`config.mk`:
```
export PLATFORM = sky130hd
export DESIGN_NAME = bus_slave_response_mux_flat
export DESIGN_NICKNAME = d
export VERILOG_FILES = /design/src/rtl/bus_mux_pkg.sv /design/src/rtl/bus_slave_response_mux_if.sv /design/src/rtl/bus_addr_decoder.sv /design/src/rtl/bus_slave_response_mux.sv /design/src/flat_wrapper.sv
export SDC_FILE = /design/constraint.sdc
export NUM_CORES = 1
export LEC_CHECK = 0
export CAP_MARGIN = 20
export CORE_MARGIN = 4
export CORE_UTILIZATION = 28
export DETAILED_ROUTE_END_ITERATION = 10
export GPL_TIMING_DRIVEN = 0
export PLACE_DENSITY = 0.77
export SLEW_MARGIN = 40
export SYNTH_ARGS = -nofsm -noshare
export SYNTH_HDL_FRONTEND = slang
export SYNTH_SLANG_ARGS = --single-unit
```
`constraint.sdc`:
```
create_clock -name clock -period 1.2 [get_ports clock]
set_input_delay 0.24 -clock clock [delete_from_list [all_inputs] [get_ports clock]]
set_output_delay 0.24 -clock clock [all_outputs]
set_load 0.1 [all_outputs]
```
`src/rtl/bus_mux_pkg.sv`:
```
// bus_mux_pkg: shared state encoding, slave limit and priority helper for the response mux.
package bus_mux_pkg;
  localparam int MAX_SLAVES = 8;
  typedef enum logic [1:0] {IDLE, ACTIVE, UNMAPPED} busState;
  function automatic logic [MAX_SLAVES-1:0] lowestOneHot(input logic [MAX_SLAVES-1:0] hits);
    return hits & (~hits + 1'b1);
  endfunction
endpackage

```
`src/rtl/bus_slave_response_mux_if.sv`:
```
// bus_slave_response_mux_if: master request, per-slave responses and muxed response of the shared bus.
interface bus_slave_response_mux_if #(parameter int NUM_SLAVES = 2);
  logic beginTransactionIn;
  logic endTransactionIn;
  logic [31:0] addressDataIn;
  logic [NUM_SLAVES-1:0] slaveEndTransactionIn;
  logic [NUM_SLAVES-1:0] slaveDataValidIn;
  logic [NUM_SLAVES-1:0] slaveBusyIn;
  logic [NUM_SLAVES-1:0] slaveBusErrorIn;
  logic [32*NUM_SLAVES-1:0] slaveAddressDataIn;
  logic endTransactionOut;
  logic dataValidOut;
  logic busyOut;
  logic busErrorOut;
  logic [31:0] addressDataOut;
  logic [NUM_SLAVES-1:0] activeSlaveOut;
  logic timeoutOut;
  modport slave (
    input beginTransactionIn, endTransactionIn, addressDataIn, slaveEndTransactionIn,
          slaveDataValidIn, slaveBusyIn, slaveBusErrorIn, slaveAddressDataIn,
    output endTransactionOut, dataValidOut, busyOut, busErrorOut, addressDataOut,
           activeSlaveOut, timeoutOut
  );
  modport master (
    output beginTransactionIn, endTransactionIn, addressDataIn, slaveEndTransactionIn,
           slaveDataValidIn, slaveBusyIn, slaveBusErrorIn, slaveAddressDataIn,
    input endTransactionOut, dataValidOut, busyOut, busErrorOut, addressDataOut,
          activeSlaveOut, timeoutOut
  );
endinterface

```
`src/rtl/bus_addr_decoder.sv`:
```
// bus_addr_decoder: masked window compare per slave; lowest-index hit wins on overlap.
module bus_addr_decoder
  import bus_mux_pkg::*;
#(
  parameter int NUM_SLAVES = 2,
  parameter logic [32*NUM_SLAVES-1:0] BASE_ADDRESSES = {32'h04000000, 32'h00000000},
  parameter logic [32*NUM_SLAVES-1:0] ADDRESS_MASKS = {32'hFF000000, 32'hFC000000}
) (
  input  logic [31:0] address,
  output logic [NUM_SLAVES-1:0] hit,
  output logic [NUM_SLAVES-1:0] winner
);
  for (genvar i = 0; i < NUM_SLAVES; i++) begin : gHit
    assign hit[i] = (address & ADDRESS_MASKS[32*i+:32]) == BASE_ADDRESSES[32*i+:32];
  end
  assign winner = NUM_SLAVES'(lowestOneHot(MAX_SLAVES'(hit)));
endmodule

```
`src/rtl/bus_slave_response_mux.sv`:
```
// bus_slave_response_mux: latches the decoded owner and forwards its responses, registered.
// Define BUS_MUX_TIMEOUT_EN to add the stall watchdog (TIMEOUT_CYCLES idle owner cycles -> bus error).
module bus_slave_response_mux
  import bus_mux_pkg::*;
#(
  parameter int NUM_SLAVES = 2,
  parameter logic [32*NUM_SLAVES-1:0] BASE_ADDRESSES = {32'h04000000, 32'h00000000},
  parameter logic [32*NUM_SLAVES-1:0] ADDRESS_MASKS = {32'hFF000000, 32'hFC000000},
  parameter int TIMEOUT_CYCLES = 1024
) (
  input logic clock,
  input logic reset,
  bus_slave_response_mux_if.slave bus
);
  if (NUM_SLAVES < 1 || NUM_SLAVES > MAX_SLAVES || TIMEOUT_CYCLES < 2) begin : gBadConfig
    $error("bus_slave_response_mux: unsupported NUM_SLAVES or TIMEOUT_CYCLES");
  end
  busState state, stateNext;
  logic [NUM_SLAVES-1:0] hit, winner, owner;
  logic active, ownEnd, ownValid, ownBusy, ownError, expire;
  logic [31:0] ownData;
  bus_addr_decoder #(
    .NUM_SLAVES(NUM_SLAVES),
    .BASE_ADDRESSES(BASE_ADDRESSES),
    .ADDRESS_MASKS(ADDRESS_MASKS)
  ) decoder (
    .address(bus.addressDataIn),
    .hit(hit),
    .winner(winner)
  );
  // owner is zero outside ACTIVE, so the masked reductions already silence idle slaves
  assign active = state == ACTIVE;
  assign ownEnd = |(owner & bus.slaveEndTransactionIn);
  assign ownValid = |(owner & bus.slaveDataValidIn);
  assign ownBusy = |(owner & bus.slaveBusyIn);
  assign ownError = |(owner & bus.slaveBusErrorIn);
  assign bus.activeSlaveOut = owner;
  always_comb begin
    ownData = '0;
    for (int i = 0; i < NUM_SLAVES; i++) ownData |= owner[i] ? bus.slaveAddressDataIn[32*i+:32] : 32'd0;
  end
`ifdef BUS_MUX_TIMEOUT_EN
  localparam int COUNT_WIDTH = $clog2(TIMEOUT_CYCLES + 1);
  logic [COUNT_WIDTH-1:0] count;
  // an owner end or error on the expiry cycle wins over the watchdog
  assign expire = active && !(ownValid || ownBusy || ownEnd || ownError) &&
                  count == COUNT_WIDTH'(TIMEOUT_CYCLES - 1);
  always_ff @(posedge clock or posedge reset)
    if (reset) count <= '0;
    else count <= (active && !ownValid && !ownBusy) ? count + 1'b1 : '0;
`else
  assign expire = 1'b0;
`endif
  always_comb begin
    stateNext = state;
    if (state == IDLE) stateNext = bus.beginTransactionIn ? (|hit ? ACTIVE : UNMAPPED) : IDLE;
    else if (state == UNMAPPED) stateNext = IDLE;
    else if (ownEnd || ownError || bus.endTransactionIn || expire) stateNext = IDLE;
  end
  always_ff @(posedge clock or posedge reset)
    if (reset) begin
      state <= IDLE;
      owner <= '0;
      bus.endTransactionOut <= 1'b0;
      bus.dataValidOut <= 1'b0;
      bus.busyOut <= 1'b0;
      bus.busErrorOut <= 1'b0;
      bus.addressDataOut <= '0;
      bus.timeoutOut <= 1'b0;
    end else begin
      state <= stateNext;
      owner <= stateNext != ACTIVE ? '0 : state == IDLE ? winner : owner;
      bus.endTransactionOut <= ownEnd;
      bus.dataValidOut <= ownValid;
      bus.busyOut <= ownBusy;
      bus.busErrorOut <= ownError || state == UNMAPPED || expire;
      bus.addressDataOut <= ownValid ? ownData : '0;
      bus.timeoutOut <= expire;
    end
endmodule

```
`src/flat_wrapper.sv`:
```
// flat-port wrapper written by rule: the top's interface ports become plain ports
module bus_slave_response_mux_flat import bus_mux_pkg::*;
#(
  parameter int NUM_SLAVES = 2,
  parameter logic [32*NUM_SLAVES-1:0] BASE_ADDRESSES = {32'h04000000, 32'h00000000},
  parameter logic [32*NUM_SLAVES-1:0] ADDRESS_MASKS = {32'hFF000000, 32'hFC000000},
  parameter int TIMEOUT_CYCLES = 1024
)
  (clock, reset, bus_beginTransactionIn, bus_endTransactionIn, bus_addressDataIn, bus_slaveEndTransactionIn, bus_slaveDataValidIn, bus_slaveBusyIn, bus_slaveBusErrorIn, bus_slaveAddressDataIn, bus_endTransactionOut, bus_dataValidOut, bus_busyOut, bus_busErrorOut, bus_addressDataOut, bus_activeSlaveOut, bus_timeoutOut);
  bus_slave_response_mux_if #(.NUM_SLAVES(NUM_SLAVES)) bus_i ();
  input logic clock;
  input logic reset;
  input wire logic [$bits(bus_i.beginTransactionIn)-1:0] bus_beginTransactionIn;
  input wire logic [$bits(bus_i.endTransactionIn)-1:0] bus_endTransactionIn;
  input wire logic [$bits(bus_i.addressDataIn)-1:0] bus_addressDataIn;
  input wire logic [$bits(bus_i.slaveEndTransactionIn)-1:0] bus_slaveEndTransactionIn;
  input wire logic [$bits(bus_i.slaveDataValidIn)-1:0] bus_slaveDataValidIn;
  input wire logic [$bits(bus_i.slaveBusyIn)-1:0] bus_slaveBusyIn;
  input wire logic [$bits(bus_i.slaveBusErrorIn)-1:0] bus_slaveBusErrorIn;
  input wire logic [$bits(bus_i.slaveAddressDataIn)-1:0] bus_slaveAddressDataIn;
  output wire logic [$bits(bus_i.endTransactionOut)-1:0] bus_endTransactionOut;
  output wire logic [$bits(bus_i.dataValidOut)-1:0] bus_dataValidOut;
  output wire logic [$bits(bus_i.busyOut)-1:0] bus_busyOut;
  output wire logic [$bits(bus_i.busErrorOut)-1:0] bus_busErrorOut;
  output wire logic [$bits(bus_i.addressDataOut)-1:0] bus_addressDataOut;
  output wire logic [$bits(bus_i.activeSlaveOut)-1:0] bus_activeSlaveOut;
  output wire logic [$bits(bus_i.timeoutOut)-1:0] bus_timeoutOut;
  assign bus_i.beginTransactionIn = bus_beginTransactionIn;
  assign bus_i.endTransactionIn = bus_endTransactionIn;
  assign bus_i.addressDataIn = bus_addressDataIn;
  assign bus_i.slaveEndTransactionIn = bus_slaveEndTransactionIn;
  assign bus_i.slaveDataValidIn = bus_slaveDataValidIn;
  assign bus_i.slaveBusyIn = bus_slaveBusyIn;
  assign bus_i.slaveBusErrorIn = bus_slaveBusErrorIn;
  assign bus_i.slaveAddressDataIn = bus_slaveAddressDataIn;
  assign bus_endTransactionOut = bus_i.endTransactionOut;
  assign bus_dataValidOut = bus_i.dataValidOut;
  assign bus_busyOut = bus_i.busyOut;
  assign bus_busErrorOut = bus_i.busErrorOut;
  assign bus_addressDataOut = bus_i.addressDataOut;
  assign bus_activeSlaveOut = bus_i.activeSlaveOut;
  assign bus_timeoutOut = bus_i.timeoutOut;
  bus_slave_response_mux #(.NUM_SLAVES(NUM_SLAVES), .BASE_ADDRESSES(BASE_ADDRESSES), .ADDRESS_MASKS(ADDRESS_MASKS), .TIMEOUT_CYCLES(TIMEOUT_CYCLES)) u_core (.clock(clock), .reset(reset), .bus(bus_i));
endmodule
```
==> results of run 1 <==
## through the flow
stage	power, mW	hold slack [ns]	TNS (ns)	setup slack, ns	cells
2_1_floorplan	1.460	0.2188	-2.383	-0.09005	144
3_3_place_gp	1.754	0.5420	-30.56	-0.5920	337
3_5_place_dp	1.766	0.5492	-9.827	-0.3552	338
4_1_cts	2.842	0.3011	-0.06254	-0.03370	349
5_1_grt	2.939	0.3184	-0.6787	-0.04455	349
6_report	2.812	0.2960	-0.02819	-0.01445	349
## metal layers
layer  vias up  wire [um]  track usage
li1        777          -            -
met1       758       1846       0.1620
met2        83       2759       0.2568
met3         2        572      0.06417
met4         0         23      0.03947
met5         -          0            0
## worst paths after layout
check                                        startpoint                       endpoint  slack [ns]  cells after the start
hold / removal                                    reset  u_core.bus.addressDataOut[15]        0.30                      2
setup / recovery           u_core.bus.activeSlaveOut[0]          bus_activeSlaveOut[0]       -0.01                      1
max in group asynchronous                         reset   u_core.bus.activeSlaveOut[0]        0.46                      3
hold reg to reg                         u_core.state[0]         u_core.bus.busErrorOut        0.58                      1
setup reg to reg           u_core.bus.activeSlaveOut[0]  u_core.bus.addressDataOut[11]           0                      4
min in group clock                bus_addressDataIn[30]   u_core.bus.activeSlaveOut[1]        0.39                      4
## layout make-up
type                       instances  area (um2)
fill                             480        2369
timing repair buffer             125        1195
sequential                        40        1010
multi-input combinational         88       645.6
buffer                            12       138.9
tap                               72       90.09
clock buffer                       6       72.57
clock inverter                     2       35.03
inverter                           4       18.77
## report_power, final
| part | switching [mW] | internal (mW) | total [mW] |
|---|---|---|---|
| clock | 0.443 | 0.617 | 1.06 |
| combinational | 0.134 | 0.261 | 0.395 |
| sequential | 0.00434 | 1.35 | 1.36 |
| total | 0.582 | 2.23 | 2.81 |
## cells in the final DEF, fill, tap and decap left out, types with 2 or more instances in the layout
cell             synthesis  final
dlymetal6s2s_1           0      2
a22o_1                   2      2
a32oi_1                  2      2
buf_4                    1     39
a22oi_2                  1     16
dfrtp_4                  0      2
clkbuf_8                 0      5
o21ai_0                  2      2
o21ai_2                  0      2
nand3_1                  2      2
dfrtp_1                 40     37
buf_6                    0      9
a22oi_1                 33     18
inv_1                    3      2
buf_12                   0      3
nor2_1                  33     32
buf_8                    0      3
clkdlybuf4s50_1          0     80
a21oi_2                  0      2
## cells by family (layout without fill, tap and decap cells)
kind of cell           Yosys count  count (layout)  share of synthesized area
AO/OA/AOI/OAI                   45              45                     0.2062
buffers and inverters           16             149                    0.04787
flip-flops                      40              40                     0.6178
other                            1               1                   0.002314
AND/OR/NAND/NOR                 42              42                     0.1259
## what timing repair did
item	CTS	global route
setup endpoints to repair	70	35
hold endpoints to repair	0	0
setup buffers	3	0
hold buffers	0	0
resized for setup	54	31
pin swaps	5	5
## sequential cells by signal, indices dropped and copies added (netlist names)
name / flops
u_core.bus.activeSlaveOut: 2
u_core.state: 2
u_core.bus.busyOut: 1
u_core.bus.addressDataOut: 32
u_core.bus.endTransactionOut: 1
u_core.bus.busErrorOut: 1
u_core.bus.dataValidOut: 1
==> flow_summary.json, run 1 <==
{
  "path_buf_inv": 1,
  "rsz0062_at_grt": "true",
  "critPathSlowestCell": "dfrtp_4",
  "grt_pass1_wl_mm": 8.314,
  "hp-class": "in2async",
  "cp-end-kind": "output pin",
  "async_reset_ff_frac": 1.000,
  "synth_cells": 144,
  "post-synth-top-area-cell": "dfrtp_1",
  "cp.required_ns": 0.96,
  "violations": "negative setup slack",
  "status": "complete, but fails checks",
  "drv_cap": 0,
  "synth.area.top_cells": "dfrtp_1 62%, a22oi_1 15%, nor2_1 7.6%",
  "path_class": "reg2out",
  "coreArea_um2": 5574,
  "post-route-min-period_ns": 1.214,
  "area_delta_synth_final_pct": 97.84,
  "fp.dieH_um": 84.07,
  "overflow": 0,
  "vias": 1620,
  "irDropWorstVdd_mv": 0.6488,
  "path_cells": "buf_12",
  "io_pins": 147,
  "num_rows": 27,
  "setup_viol_count_final": 3,
  "grt_pass1_vias": 1725,
  "start_util": 0.2907,
  "cp_data_arrival_time_ns": 0.97,
  "grt_max_degree": 26,
  "antenna_left": 0,
  "final_area_um2": 3206,
  "yosysMostFrequentCell": "dfrtp_1",
  "crit_path_max_fanout": 3,
  "yosysSeqAreaShare": 0.6178,
  "worst_path_largest_cell_delay_ns": 0.51,
  "ctsRootBufferMaster": "clkbuf_8",
  "cts_sinks": 40,
  "utilization": 0.5751,
  "drive_gt1_frac": 0.3285,
  "place_area_um2": 2798,
  "crit_path_start_kind": "flop",
  "drt-initial-drc-count": 49,
  "h-tree-depth": 2,
  "cts_buffer_depth": 2,
  "place.port_buffers": 121,
  "clock_skew_ns": 0.003529,
  "cts_buffers": 5,
  "synth_common_cells": "40 x dfrtp_1, 33 x a22oi_1, 33 x nor2_1",
  "synth_edf_count": 0,
  "drc": 0,
  "grtUsageTotal": 0.1471,
  "drtPass1Iterations": 4,
  "syn-cell-area_um2": 1620,
  "diodes": 0,
  "die_w_um": 84.07,
  "period_share": 1.012,
  "synth_top_area_frac": 0.6178,
  "finalHoldViolations": 0,
  "max_freq_mhz": 823.4,
  "gp_congestion": 0.7617,
  "die-area_um2": 7068,
  "cts_tree": "yes",
  "drt-total-wl_mm": 5.201,
  "hpwl_mm": 4.021,
  "nNetsFinal": 384,
  "powerDensity_nw_per_um2": 877.2,
  "clock_latency_ns": 0.28,
  "ys_seq_elements": 40,
  "syn_area_per_cell_um2": 11.25,
  "setup_ws_ns": -0.01445,
  "syn_nets": 252,
  "path_delay_family": "flip-flops",
  "viasPerCell": 4.642,
  "ys.flop_type": "dfrtp_1",
  "grt_antenna_before_repair": 0,
  "clk_pin_slew_worst_paths_ns": 0.07,
  "synth-warning-count": 0,
  "wl_per_cell_um": 14.90,
  "leakage_nw": 1.350,
  "ys_types": 22,
  "slew_viol_final": 0
}
(Power assumes the default switching activity.)
==> run 2, diff against run 1 <==
- REMOVE_ABC_BUFFERS: unset -> 1
==> flow_summary.json, run 2 (synthesis gave the netlist of run 1 again) <==
{
  "cts_buffers": 5,
  "grt_pass1_vias": 1801,
  "slew_viol_final": 0,
  "cts_tree": "yes",
  "drv_cap": 0,
  "met2_usage": 0.2805,
  "coreArea_um2": 5574,
  "place_area_um2": 2714,
  "crit_path_max_fanout": 10,
  "whs_ns": 0.3229,
  "grt_pass1_wl_mm": 8.976,
  "gp_congestion": 0.7560,
  "violations": "negative setup slack",
  "cts_sinks": 40,
  "finalHoldViolations": 0,
  "grtUsageTotal": 0.1639,
  "fp.dieH_um": 84.07,
  "drt-initial-drc-count": 55,
  "drive_gt1_frac": 0.4468,
  "num_rows": 27,
  "final_area_um2": 3500,
  "powerDensity_nw_per_um2": 807.8,
  "antenna_left": 0,
  "diodes": 0,
  "path_class": "reg2reg",
  "h-tree-depth": 2,
  "drt-total-wl_mm": 6.296,
  "grt_max_degree": 23,
  "overflow": 0,
  "grt_antenna_before_repair": 0,
  "mostFrequentLayoutCell": "clkdlybuf4s50_1",
  "status": "complete, but fails checks",
  "slew-limit-headroom": 0.6528,
  "layout_common_cells": "82 x clkdlybuf4s50_1, 41 x buf_4, 38 x dfrtp_1",
  "worst_slew_pin_slew_ns": 0.5201,
  "start_util": 0.2907,
  "place.port_buffers": 121,
  "wl_per_cell_um": 17.79,
  "cp-end-kind": "flop",
  "crit_path_start_kind": "flop",
  "hp-class": "in2async",
  "io_pins": 147,
  "setup_ws_ns": -0.03500,
  "cp.required_ns": 1.38,
  "period_share": 1.029,
  "max_freq_mhz": 809.7,
  "setup_tns_ns": -0.3810,
  "post-place-ws_ns": -0.5599,
  "vias": 1709,
  "die_w_um": 84.07,
  "clk_pin_slew_worst_paths_ns": 0.08,
  "post-route-min-period_ns": 1.235,
  "use_met1": 0.1893,
  "area_delta_synth_final_pct": 116.0,
  "drtPass1Iterations": 4,
  "ctsRootBufferMaster": "clkbuf_8",
  "clock_skew_ns": 0.003906,
  "drc": 0,
  "rsz0062_at_grt": "true",
  "setup_viol_count_final": 26,
  "hpwl_mm": 3.798,
  "p_total_mw": 2.827,
  "die-area_um2": 7068,
  "leakage_nw": 1.410,
  "clock_latency_ns": 0.28,
  "viasPerCell": 4.828,
  "grt.busiest_layer": "met2",
  "regMostFlops": "u_core.bus.addressDataOut",
  "largest_reg_flops": 32,
  "cts_buffer_depth": 2,
  "irDropWorstVdd_mv": 0.4093,
  "cp_data_arrival_time_ns": 1.41,
  "nNetsFinal": 389,
  "grt_util_met3": 0.05429
}
## run 2: layout make-up
cell class | instances | area [um2]
Clock buffer | 6 | 72.57
Timing Repair Buffer | 142 | 1448
Tap cell | 72 | 90.09
Inverter | 4 | 17.52
Sequential cell | 40 | 1008
Multi-Input combinational cell | 88 | 828.3
Fill cell | 462 | 2074
Clock inverter | 2 | 35.03
## run 2: metrics by stage
stage | util | cells
global route | 0.6278 | 354
finish | 0.6278 | 354
floorplan | - | 132
detailed placement | 0.4869 | 328
global placement | 0.5129 | 325
CTS | 0.5513 | 350
## run 2: routing by layer
metal	wire (um)	up-vias
met1	2324	817
met2	3318	92
met3	539	10
met5	0	-
li1	-	790
met4	114	0
## run 2: report_power, final
group	internal [mW]	switching, mW	total (mW)
clock	0.617	0.451	1.07
combinational	0.262	0.140	0.402
sequential	1.35	0.00495	1.36
## run 2: worst max-delay path, stage by stage (launching register included)
cell     delay, ns
dfrtp_4       0.52
buf_6         0.16
buf_6         0.16
a22oi_2       0.23
nor2_4        0.06
## run 2: what timing repair did
| item | in CTS | in global routing |
|---|---|---|
| resized for setup | 48 | 86 |
| hold buffers | 0 | 0 |
| endpoints found under the setup margin | 76 | 42 |
| gates cloned | 0 | 4 |
| pin swaps | 1 | 34 |
| buffers inserted | 14 | 0 |
## run 2: worst paths after layout
kind	startpoint	endpoint	slack, ns	cells after the start
min reg2reg	u_core.state[1]	u_core.state[1]	0.60	2
min in group clock	bus_addressDataIn[28]	u_core.state[0]	0.33	4
max reg2reg	u_core.bus.activeSlaveOut[0]	u_core.bus.addressDataOut[27]	-0.04	4
min	reset	u_core.bus.addressDataOut[25]	0.32	2
max in group asynchronous	reset	u_core.bus.addressDataOut[19]	0.41	3
max	u_core.bus.activeSlaveOut[0]	u_core.bus.addressDataOut[27]	-0.04	4
==> run 3, diff against run 2 <==
- GPL_TIMING_DRIVEN: 0 -> unset
==> flow_summary.json, run 3 (synthesis gave the netlist of run 1 again) <==
{
  "hp-class": "in2async",
  "die_w_um": 84.07,
  "path_delay_family": "flip-flops",
  "leakage_nw": 1.470,
  "crit_path_max_fanout": 3,
  "cp-end-kind": "output pin",
  "grt_pass1_vias": 1776,
  "grt_pass1_wl_mm": 8.707,
  "drt-initial-drc-count": 27,
  "ff2ff_path_depth": 4,
  "h-tree-depth": 2,
  "cts_sinks": 40,
  "overflow": 0,
  "period_share": 1.047,
  "n_fill_cell": 433,
  "coreArea_um2": 5574,
  "grt_util_met3": 0.04442,
  "start_util": 0.2907,
  "postCtsHoldBufs": 0,
  "cts_buffers": 5,
  "clk_pin_slew_worst_paths_ns": 0.07,
  "p_total_mw": 2.653,
  "drv_cap": 0,
  "area_delta_synth_final_pct": 123.7,
  "clock_skew_ns": 0.006617,
  "largest_reg_flops": 32,
  "grtUsageTotal": 0.1537,
  "vias": 1656,
  "die-area_um2": 7068,
  "cp.required_ns": 0.96,
  "violations": "negative setup slack",
  "utilization": 0.6503,
  "hpwl_mm": 4.037,
  "drtPass1Iterations": 4,
  "r2r-start": "u_core.bus.activeSlaveOut[0]",
  "post-route-min-period_ns": 1.257,
  "use_met1": 0.1688,
  "startpoint": "u_core.bus.activeSlaveOut[0]",
  "path_buf_inv": 2,
  "cts_tree": "yes",
  "grt.busiest_layer": "met2",
  "regMostFlops": "u_core.bus.addressDataOut",
  "nNetsFinal": 384,
  "reg2reg_to": "u_core.bus.addressDataOut[10]",
  "place.port_buffers": 121,
  "powerDensity_nw_per_um2": 731.9,
  "cp.depth": 2,
  "rrSetupSlack_ns": -0.02,
  "setup_viol_count_final": 18,
  "layout_common_cells": "81 x clkdlybuf4s50_1, 41 x buf_12, 38 x dfrtp_1",
  "viasPerCell": 4.745,
  "diodes": 0,
  "drive_gt1_frac": 0.2744,
  "crit_path_start_kind": "flop",
  "rsz0062_at_grt": "true",
  "path_cells": "buf_12 > buf_16",
  "cp_data_arrival_time_ns": 1.02,
  "num_rows": 27,
  "wl_per_cell_um": 15.58,
  "drc": 0,
  "irDropWorstVdd_mv": 0.4447,
  "max_freq_mhz": 795.7,
  "io_pins": 147,
  "setup_ws_ns": -0.05669,
  "slew_viol_final": 0,
  "post-place-ws_ns": -0.3116,
  "grt_antenna_before_repair": 0,
  "critPathSlowestCell": "dfrtp_2",
  "path_class": "reg2out",
  "mostFrequentLayoutCell": "clkdlybuf4s50_1",
  "fp.dieH_um": 84.07,
  "drt-total-wl_mm": 5.439,
  "cp-endpoint": "bus_activeSlaveOut[0]",
  "clock_latency_ns": 0.28,
  "grt_max_degree": 41,
  "worst_path_largest_cell_delay_ns": 0.44,
  "status": "complete, but fails checks",
  "gp_congestion": 0.8159,
  "met2_usage": 0.2834,
  "finalHoldViolations": 0,
  "antenna_left": 0,
  "cts_buffer_depth": 2,
  "ctsRootBufferMaster": "clkbuf_8"
}
-- run 3: cell types whose count changed in the layout (fill, tap and decap cells not counted), sizes merged --
cell	delta
dlymetal6s2s	+1
bufbuf	+2
bufinv	-1
clkbuf	-1
clkdlybuf4s50	-1
buf	-4
inv	-1
-- run 3: per-stage QoR --
| stage | cells | TNS, ns | hold slack (ns) | area [um2] |
|---|---|---|---|---|
| after global placement | 333 | -4.456 | 0.5582 | 3349 |
| after CTS | 349 | -0.1602 | 0.3138 | 3563 |
| after global routing | 349 | -1.946 | 0.3223 | 3625 |
| after detailed placement | 333 | -5.265 | 0.5812 | 3349 |
| final | 349 | -0.2229 | 0.3090 | 3625 |
| after floorplan | 132 | -47.23 | 0.3684 | 1558 |
-- run 3: layout make-up --
class,count,area (um2),share of cell area
Timing Repair Buffer,137,1824,0.5033
Sequential cell,40,1003,0.2768
Inverter,4,15.01,0.004142
Tap cell,72,90.09,0.02485
Clock buffer,8,90.09,0.02485
Multi-Input combinational cell,88,601.8,0.1660
-- run 3: repair_timing --
item / in CTS / in global routing
pin swaps: 4 / 5
setup buffers: 6 / 0
cloned: 2 / 0
setup endpoints to repair: 3 / 38
resized for setup: 4 / 14
-- run 3: worst register-to-register path: cells and delay by family, from the launching register on --
kind	cells	cell delay, ns
AOI/OAI and AO/OA	1	0.20
buffers and inverters	2	0.38
DFF	1	0.44
and+or+nand+nor	1	0.08
-- run 3: worst min path at each step --
stage | from | endpoint | depth (start not counted)
floorplan | bus_slaveBusyIn[1] | u_core.bus.busyOut | 1
global placement | u_core.state[1] | u_core.state[1] | 2
detailed placement | u_core.state[1] | u_core.state[1] | 2
CTS | reset | u_core.bus.busErrorOut | 3
global route | reset | u_core.bus.addressDataOut[26] | 3
finish | reset | u_core.bus.addressDataOut[26] | 3
-- run 3: layer usage --
| metal | wire length, um | vias to the layer above |
|---|---|---|
| met3 | 441 | 2 |
| li1 | - | 780 |
| met1 | 2069 | 794 |
| met2 | 2891 | 80 |
| met5 | 0 | - |
| met4 | 36 | 0 |
-- run 3: power by group --
group / switching (mW) / total (mW) / internal (mW)
sequential: 0.00574 / 1.36 / 1.35
clock: 0.424 / 0.892 / 0.469
combinational: 0.130 / 0.401 / 0.271
